===== src/rtl/gold_nic.sv =====
// PE-to-ring network interface: single-entry output and input channel buffers.
// Define NIC_PKT_CNT_EN to add tx/rx packet counters to the status registers.
module gold_nic #(
   parameter int PKT_W  = 64,
   parameter int VC_BIT = 63
) (
   input  logic             clk,
   input  logic             reset,
   input  logic [1:0]       addr,
   input  logic [PKT_W-1:0] d_in,
   output logic [PKT_W-1:0] d_out,
   input  logic             nicEn,
   input  logic             nicWrEn,
   output logic             net_so,
   input  logic             net_ro,
   output logic [PKT_W-1:0] net_do,
   input  logic             net_polarity,
   input  logic             net_si,
   output logic             net_ri,
   input  logic [PKT_W-1:0] net_di
);

   localparam logic [1:0] A_IN_BUF   = 2'd0;
   localparam logic [1:0] A_IN_STAT  = 2'd1;
   localparam logic [1:0] A_OUT_BUF  = 2'd2;
   localparam logic [1:0] A_OUT_STAT = 2'd3;

   logic             in_full_q,  in_full_d;
   logic             out_full_q, out_full_d;
   logic [PKT_W-1:0] in_buf_q,   in_buf_d;
   logic [PKT_W-1:0] out_buf_q,  out_buf_d;
   logic [PKT_W-1:0] d_out_q,    d_out_d;
   logic [PKT_W-1:0] in_stat,    out_stat;
   logic             pe_wr, pe_rd, capture;

   assign pe_wr   = nicEn & nicWrEn;
   assign pe_rd   = nicEn & ~nicWrEn;
   assign net_ri  = ~in_full_q;
   assign capture = net_si & ~in_full_q;
   // Send only when the packet's VC tag is opposite the router polarity.
   assign net_so  = out_full_q & net_ro & (out_buf_q[VC_BIT] != net_polarity);
   assign net_do  = out_buf_q;
   assign d_out   = d_out_q;

`ifdef NIC_PKT_CNT_EN
   logic [15:0] tx_cnt_q, tx_cnt_d;
   logic [15:0] rx_cnt_q, rx_cnt_d;

   always_comb begin
      tx_cnt_d = tx_cnt_q;
      rx_cnt_d = rx_cnt_q;
      if (net_so)  tx_cnt_d = tx_cnt_q + 16'd1;
      if (capture) rx_cnt_d = rx_cnt_q + 16'd1;
   end

   always_ff @(posedge clk or negedge reset) begin
      if (!reset) begin
         tx_cnt_q <= '0;
         rx_cnt_q <= '0;
      end else begin
         tx_cnt_q <= tx_cnt_d;
         rx_cnt_q <= rx_cnt_d;
      end
   end

   assign in_stat  = {32'b0, rx_cnt_q, 15'b0, in_full_q};
   assign out_stat = {32'b0, tx_cnt_q, 15'b0, out_full_q};
`else
   assign in_stat  = {{(PKT_W-1){1'b0}}, in_full_q};
   assign out_stat = {{(PKT_W-1){1'b0}}, out_full_q};
`endif

   always_comb begin
      out_full_d = out_full_q;
      out_buf_d  = out_buf_q;
      in_full_d  = in_full_q;
      in_buf_d   = in_buf_q;
      d_out_d    = d_out_q;

      // A write that meets a full buffer is dropped, even on the sending edge.
      if (net_so) begin
         out_full_d = 1'b0;
      end else if (pe_wr && addr == A_OUT_BUF && !out_full_q) begin
         out_full_d = 1'b1;
         out_buf_d  = d_in;
      end

      if (capture) begin
         in_full_d = 1'b1;
         in_buf_d  = net_di;
      end else if (pe_rd && addr == A_IN_BUF) begin
         in_full_d = 1'b0;
      end

      if (pe_rd) begin
         case (addr)
            A_IN_BUF:   d_out_d = in_buf_q;
            A_IN_STAT:  d_out_d = in_stat;
            A_OUT_STAT: d_out_d = out_stat;
            default:    d_out_d = '0;
         endcase
      end
   end

   always_ff @(posedge clk or negedge reset) begin
      if (!reset) begin
         in_full_q  <= 1'b0;
         out_full_q <= 1'b0;
         in_buf_q   <= '0;
         out_buf_q  <= '0;
         d_out_q    <= '0;
      end else begin
         in_full_q  <= in_full_d;
         out_full_q <= out_full_d;
         in_buf_q   <= in_buf_d;
         out_buf_q  <= out_buf_d;
         d_out_q    <= d_out_d;
      end
   end

endmodule


===== config.mk =====
export PLATFORM = sky130hd
export DESIGN_NAME = gold_nic
export DESIGN_NICKNAME = d
export VERILOG_FILES = /design/src/rtl/gold_nic.sv
export SDC_FILE = /design/constraint.sdc
export NUM_CORES = 1
export LEC_CHECK = 0
export BUFFER_PORTS_ARGS = -buffer_cell sky130_fd_sc_hd__clkbuf_2
export CAP_MARGIN = 20
export CORE_UTILIZATION = 53
export DETAILED_ROUTE_END_ITERATION = 7
export GPL_ROUTABILITY_DRIVEN = 1
export PLACE_DENSITY = 0.85
export RECOVER_POWER = 50
export SLEW_MARGIN = 40
export SYNTH_ARGS = -nofsm -noshare
export SYNTH_HDL_FRONTEND = slang
export SYNTH_SLANG_ARGS = --single-unit

===== constraint.sdc =====
create_clock -name clk -period 3.7 [get_ports clk]
set_input_delay 0.37 -clock clk [delete_from_list [all_inputs] [get_ports clk]]
set_output_delay 0.37 -clock clk [all_outputs]
set_load 0.005 [all_outputs]

# Word-level counts from Yosys, hierarchy flattened

Index checks and enable logic that the tools add are counted.

Register bits: 194
Bits of input ports: 137
Output and inout bits: 130
Logic and storage cells: 30

Equal/unequal tests: 4
Muxes and demuxes: 5
Bitwise logic cells: 8
Reduce and logical (&&, ||, !) cells: 8

Operators with widths:

| operator                                                               | count |
|---|---|
| 64-bit case mux with 3 select lines                                    | 1 |
| 1-bit AND                                                              | 5 |
| 2-bit equality test (second input constant)                            | 2 |
| 1-bit two-way mux                                                      | 4 |
| 2-bit nonzero test                                                     | 2 |
| 1-bit logical AND                                                      | 3 |
| 1-bit NOT                                                              | 3 |
| 2-bit by 1-bit equality test with 1-bit output (second input constant) | 1 |
| 2-bit zero test                                                        | 1 |
| 2-bit AND reduction                                                    | 1 |
| 1-bit zero test                                                        | 1 |
| 1-bit inequality test                                                  | 1 |

# Longest topological paths before layout

Gate-level depths: netlist of the first run.

Depth after elaboration: 5
Gate-level depth with buffers: 4
Gate-level depth less buffers: 3

# Least setup slack after synthesis of the first run

Ideal clock, no wire load.

Path type: in2reg
From: input port addr[0]
To: register out_buf_q[10] (netlist: net_do[10])
Setup time: 0.127 ns
Data arrival time: 1.260 ns
Required time: 3.573 ns
Setup slack: 2.312 ns
Stages: 4
Buffers on the path: 1
Cell sequence: nand4b_4 -> nor2_8 -> buf_6 -> mux2_1

Word-level cells in the longest chain between the ends: 4

RTL lines:

| item                           | RTL line | text |
|---|---|---|
| from (decl)                    | 9        | `input logic [1:0] addr,` |
| 2-bit equality test            | 83       | `end else if (pe_wr && addr == A_OUT_BUF && !out_full_q) begin` |
| 1-bit logical AND (2 in a row) | 83       |  |
| 2-bit AND reduction (no line)  | n/a      |  |
| to (signal assigned)           | 116      | `out_buf_q <= out_buf_d;` |
| to (decl)                      | 31       | `logic [PKT_W-1:0] out_buf_q, out_buf_d;` |

Every way passes these cells.
A chain may end at the register's enable or synchronous reset.

==> results of run 1 <==
per-stage QoR:
| stage | total power, mW | worst slack (ns) | hold slack (ns) | util |
|---|---|---|---|---|
| after detailed placement | 5.41 | 1.89 | 0.478 | 0.657 |
| after global routing | 7.48 | 1.35 | 0.156 | 0.700 |
| after floorplan | 4.50 | 2.31 | 0.0744 | - |
| after global placement | 5.27 | 1.94 | 0.470 | 0.657 |
| after CTS | 7.19 | 1.92 | 0.0657 | 0.700 |
| final | 7.12 | 1.61 | 0.172 | 0.700 |
cell type report:
class / instances / area, um^2
inverters: 3 / 11.3
flip-flops and latches: 194 / 4850
well taps: 176 / 220
multi-input cells: 204 / 2310
repair buffers: 273 / 1410
clock buffers: 21 / 470
clock inverters: 11 / 103
fillers: 908 / 4030
routing by layer:
layer  wire (um)  vias to the layer above  GRT usage
li1            -                     2086          -
met1        6650                     2374      0.288
met2        8500                      190      0.398
met3        1010                       35     0.0580
met4         439                        0      0.100
met5           0                        -          0
state kept, by name, indices dropped and copies added (netlist names):
| signal | flops |
|---|---|
| in_buf_q | 64 |
| d_out | 64 |
| in_full_q | 1 |
| out_full_q | 1 |
| net_do | 64 |
worst min-delay path by stage:
stage | startpoint | to | slack (ns) | cells past startpoint
after floorplan | reset | d_out[0] | 0.07 | 0
after detailed placement | net_do[11] | net_do[11] | 0.48 | 1
after global routing | d_in[49] | net_do[49] | 0.16 | 2
after CTS | reset | in_buf_q[24] | 0.07 | 1
after global placement | net_do[11] | net_do[11] | 0.47 | 1
final | d_in[6] | net_do[6] | 0.17 | 2
cells by family (layout without fill, tap and decap cells):
| kind of cell | Yosys count | after routing | synth area share |
|---|---|---|---|
| AO/OA/AOI/OAI | 67 | 67 | 0.0785 |
| buffers and inverters | 29 | 308 | 0.0267 |
| multiplexers | 129 | 129 | 0.223 |
| flip-flops | 194 | 194 | 0.660 |
| AND/OR/NAND/NOR | 7 | 7 | 0.0112 |
| XOR/XNOR | 1 | 1 | 0.00119 |
worst register-to-register path: stages, from the launching register on:
cell and delay, ns:
dfrtp_1 0.43, nor2b_4 0.13, buf_6 0.49, mux2_2 0.44
power by group through the flow:
stage,combinational [mW],sequential (mW),clock [mW]
detailed placement,1.92,3.49,0
CTS,1.95,3.46,1.78
global placement,1.85,3.42,0
global route,2.04,3.55,1.88
finish,1.90,3.46,1.75
floorplan,1.08,3.41,0
cells in the mapped netlist:
cell type	count	area (um^2)
buf_8	5	75.1
dfrtp_1	194	4850
mux2_4	50	751
nor2_1	1	3.75
xor2_1	1	8.76
nor3_4	1	16.3
mux2_2	69	777
and3_1	1	6.26
inv_1	3	11.3
clkbuf_1	1	3.75
nand4b_4	1	23.8
o21bai_1	1	7.51
a21oi_1	2	10.0
nor2_8	1	20.0
a221oi_1	1	8.76
nor2b_1	1	6.26
buf_6	1	11.3
buf_2	19	95.1
a22o_1	63	552
mux2_1	10	113
nand2b_1	1	6.26
==> out/metrics.yaml, run 1 <==
drt:
  routedWlPerCell_um: 18.8
  viasPerCell: 5.31
  dr.pass1.iters: 4
  vias: 4685
  dr.first_iter.drc_count: 261
  detail-route-antenna-nets: 0
  drt-total-wl_um: 16600
  drc: 0
layout:
  final_common_cell: "clkbuf_2"
  drive_above_1_share: 0.574
  diodes: 0
  area_delta_synth_final_pct: 27.3
  instances_no_fill: 882
  stdcell_area_um2: 9370
  nets: 830
  most-common-layout-cells: "clkbuf_2, dfrtp_1, mux2_2, a22o_1, mux2_4"
clocking:
  htreeDepth: 4
  cts_setup_buffers: 0
  clock_latency_ns: 0.42
  numCtsBuffers: 17
  post_cts_resized: 0
  clock_sinks: 194
  cts_root_buffer: "clkbuf_16"
  cts.path.max_buffers: 2
  ctsHoldBuffers: 0
  cts_tree: "done"
  path_clk_slew_ns: 0.06
global_route:
  grt_max_degree: 107
  grt_pass1_vias: 4793
  grt_overflow: 0
  grt_use_total: 0.235
  grt_pass1_wl_um: 25500
  antenna_found_initial: 0
power:
  internal_power_mw: 5.14
  p_leak_nw: 4.73
  p_sw_mw: 1.98
  power.share.clock: 0.246
  p_per_area_nw_per_um2: 760
  combPwrFrac: 0.268
  p_seq_frac: 0.487
  p_sw_frac: 0.278
  peakVddDrop_mv: 0.399
timing:
  fmax_mhz: 478
  worstMarginPinSlew_ns: 1.65
  finalMaxSlewViolations: 26
  max_slew_margin: -0.103
  skew_ns: 0.00464
  hold_viol_final: 0
  post-route-period-util: 0.565
  grt_setup_unrepaired: "no"
  finalSetupViolCount: 0
  setup_tns_ns: 0
  finalCriticalPeriod_ns: 2.09
worst_setup_path:
  cp_top_family: "buffers and inverters"
  path_class: "in2async"
  r2r_cells: 3
  max_stage_delay_ns: 1.19
  critPathLaunch: "reset"
  cp_cell_sequence: "dlygate4sd3_1 > clkbuf_1 > buf_12"
  critPathLaunchType: "input port"
  path_depth: 3
  path_max_fanout: 89
  slowest_stage: "clkbuf_1"
  endpoint: "in_buf_q[18]"
  worstReg2RegStart: "in_full_q"
  end_kind: "async pin"
  cp_num_buf_inv: 3
  arrival_ns: 2.64
  reg2reg_slack_ns: 2.09
  r2r_end: "in_buf_q[43]"
  required_ns: 4.24
min_path:
  min_path_type: "in2reg"
place:
  place_area_um2: 8810
  gp_congestion: 0.808
  place_inst: 848
  placement.io_buffers: 266
  hpwl_um: 11300
floorplanning:
  chipHeight_um: 120
  core_um2: 13400
  rows: 42
  die_w_um: 120
  die_area_um2: 14400
  initial_utilization: 0.549
  io_pins: 267
synth:
  syn_area_per_cell_um2: 17.2
  netlist_instances: 427
  syn-num-nets: 564
  seq_area_frac_synth: 0.660
  ys_warn_count: 0
  ys_ff_latch: 194
  ys_types: 21
  synth_area_um2: 7360
status:
  violations: "max-capacitance violations, max-slew violations"
  status: "finished with violations"
run:
  drv_cap: 1
Note: power is estimated with default switching activity, not from simulation.
==> inputs of run 2 (changes only) <==
--- a/config.mk
+++ b/config.mk
@@ -7,10 +7,10 @@
 export LEC_CHECK = 0
 export BUFFER_PORTS_ARGS = -buffer_cell sky130_fd_sc_hd__clkbuf_2
 export CAP_MARGIN = 20
-export CORE_UTILIZATION = 53
+export CORE_UTILIZATION = 49
 export DETAILED_ROUTE_END_ITERATION = 7
 export GPL_ROUTABILITY_DRIVEN = 1
-export PLACE_DENSITY = 0.85
+export PLACE_DENSITY = 0.79
 export RECOVER_POWER = 50
 export SLEW_MARGIN = 40
 export SYNTH_ARGS = -nofsm -noshare
==> constraint.sdc (replaced) <==
create_clock -name clk -period 2.1 [get_ports clk]
set_input_delay 0.21 -clock clk [delete_from_list [all_inputs] [get_ports clk]]
set_output_delay 0.21 -clock clk [all_outputs]
set_load 0.005 [all_outputs]
==> run 2 against run 1 <==
  * Wire length up 0.31%
  * Clock power is 77% higher
  * The flow now finishes without violations
  * Critical endpoint is now d_out[35]
  * Via count grew 2.3%
  * Sequential power up 77%
  * Utilization shrank 3.6 points
==> out/metrics.yaml, run 2 (same netlist as run 1, synthesis figures left out) <==
worst_setup_path:
  r2r_end: "net_do[30]"
  critPathLaunchType: "input port"
  required_ns: 2.45  # -1.79 ns
  path_max_fanout: 64  # -28%
  cp_num_buf_inv: 2  # -1
  max_stage_delay_ns: 1.05  # -0.14 ns
  reg2reg_slack_ns: 0.50  # -1.59 ns
  cp_top_family: "buffers and inverters"
  arrival_ns: 2.07  # -0.57 ns
  end_kind: "register"
  cp_cell_sequence: "clkbuf_1 > nand2b_1 > nor3_4 > clkbuf_2 > a22o_1"
  path_class: "in2reg"
  r2r_cells: 3  # unchanged
  worstReg2RegStart: "out_full_q"
  slowest_stage: "clkbuf_2"
drt:
  vias: 4794  # +2.3%
  viasPerCell: 5.23  # -1.5%
  detail-route-antenna-nets: 0  # unchanged
  dr.first_iter.drc_count: 236  # -9.6%
  drt-total-wl_um: 16700  # +0.31%
  dr.pass1.iters: 4  # unchanged
  routedWlPerCell_um: 18.2  # -3.4%
  drc: 0  # unchanged
place:
  placement.io_buffers: 266  # unchanged
  gp_congestion: 0.805  # -0.31%
  place_inst: 864  # +1.9%
  hpwl_um: 11500  # +1.3%
  place_area_um2: 8930  # +1.4%
timing:
  max_slew_margin: 0.0682  # +0.171
  grt_setup_unrepaired: "no"
  finalSetupViolCount: 0  # unchanged
  finalMaxSlewViolations: 0  # -100%
  skew_ns: 0.00996  # +0.00531 ns
  setup_tns_ns: 0  # unchanged
  post-route-period-util: 0.817
  worstMarginPinSlew_ns: 1.40  # -0.256 ns
  finalCriticalPeriod_ns: 1.72
  fmax_mhz: 583
  hold_viol_final: 0  # unchanged
global_route:
  grt_pass1_wl_um: 27200  # +6.7%
  antenna_found_initial: 0  # unchanged
  grt_overflow: 0  # unchanged
  grt_max_degree: 66  # -38%
  grt_use_total: 0.225  # -0.0101
  grt_pass1_vias: 5079  # +6.0%
floorplanning:
  core_um2: 14600  # +8.9%
  chipHeight_um: 125  # +3.9%
  initial_utilization: 0.505  # -0.0448
  rows: 44  # +4.8%
  io_pins: 267  # unchanged
  die_w_um: 125  # +3.9%
  die_area_um2: 15500  # +8.0%
layout:
  nets: 857  # +3.3%
  stdcell_area_um2: 9680  # +3.2%
  most-common-layout-cells: "clkbuf_2, dfrtp_1, mux2_2, a22o_1, mux2_4"
  instances_no_fill: 916  # +3.9%
  diodes: 0  # unchanged
  area_delta_synth_final_pct: 31.5
  drive_above_1_share: 0.581  # +0.00695
  final_common_cell: "clkbuf_2"
  fillers: 996  # +9.7%
clocking:
  clock_latency_ns: 0.42  # about the same
  numCtsBuffers: 17  # unchanged
  cts.path.max_buffers: 2  # unchanged
  cts_root_buffer: "clkbuf_16"
  post_cts_resized: 0  # unchanged
  cts_setup_buffers: 0  # unchanged
  htreeDepth: 4  # unchanged
  cts_tree: "done"
  ctsHoldBuffers: 18  # +18
  clock_sinks: 194  # unchanged
  path_clk_slew_ns: 0.07  # about the same
power:
  p_leak_nw: 4.91  # +3.6%
  p_sw_mw: 3.53  # +79%
  combPwrFrac: 0.269  # about the same
  peakVddDrop_mv: 0.966  # +140%
  p_seq_frac: 0.485  # -0.002
  p_per_area_nw_per_um2: 1300  # +71%
  power.share.clock: 0.246  # about the same
  internal_power_mw: 9.07  # +76%
  p_sw_frac: 0.280  # +0.00253
min_path:
  min_path_type: "in2reg"
  hold_path_end: "net_do[7]"
  hold_depth: 2  # unchanged
  min_from: "d_in[7]"
run:
  drv_cap: 0  # -1
status:
  status: "finished clean"
==> run 2: layout make-up <==
cell class | instances | area [um^2] | share of cell area
Sequential cell | 194 | 4850 | 0.502
Multi-Input combinational cell | 204 | 2320 | 0.239
Timing Repair Buffer | 300 | 1690 | 0.175
Clock buffer | 18 | 439 | 0.0454
Tap cell | 184 | 230 | 0.0238
Clock inverter | 13 | 131 | 0.0136
Inverter | 3 | 11.3 | 0.00116
==> run 2: power by group through the flow <==
stage | Sequential (mW) | Combinational [mW] | Clock (mW)
2_1_floorplan | 6.01 | 1.91 | 0
3_3_place_gp | 6.07 | 3.26 | 0
3_5_place_dp | 6.16 | 3.40 | 0
4_1_cts | 6.12 | 3.45 | 3.17
5_1_grt | 6.28 | 3.67 | 3.33
6_report | 6.11 | 3.39 | 3.10
==> run 2: worst max path at each step <==
stage / slack (ns) / cells after the start / endpoint / start
5_1_grt: 0.24 / 5 / d_out[35] / nicWrEn
3_3_place_gp: 0.48 / 5 / net_do[49] / addr[0]
6_report: 0.38 / 5 / d_out[35] / nicWrEn
3_5_place_dp: 0.42 / 5 / net_do[49] / addr[0]
4_1_cts: 0.50 / 3 / net_do[56] / out_full_q
2_1_floorplan: 0.74 / 4 / in_buf_q[0] / in_full_q
==> run 2: per-stage QoR <==
stage               utilization  power [mW]  setup slack (ns)  hold slack, ns
floorplan                     -        7.93             0.738         -0.0856
global placement          0.612        9.33             0.476           0.231
detailed placement        0.612        9.56             0.424           0.240
CTS                       0.663        12.7             0.502        0.000139
global route              0.663        13.3             0.241        0.000317
finish                    0.663        12.6             0.385          0.0128
==> run 2: worst reg2reg max path: stages (launching register included) <==
cell	delay, ns
dfrtp_1	0.46
nor2_8	0.37
buf_12	0.30
mux2_4	0.36
==> run 2: per-layer routing <==
metal / part of all wire / wire [um] / GRT usage
met1: 0.41 / 6760 / 0.282
met2: 0.50 / 8310 / 0.374
met3: 0.084 / 1390 / 0.0829
met4: 0.011 / 182 / 0.0489
met5: 0 / 0 / 0
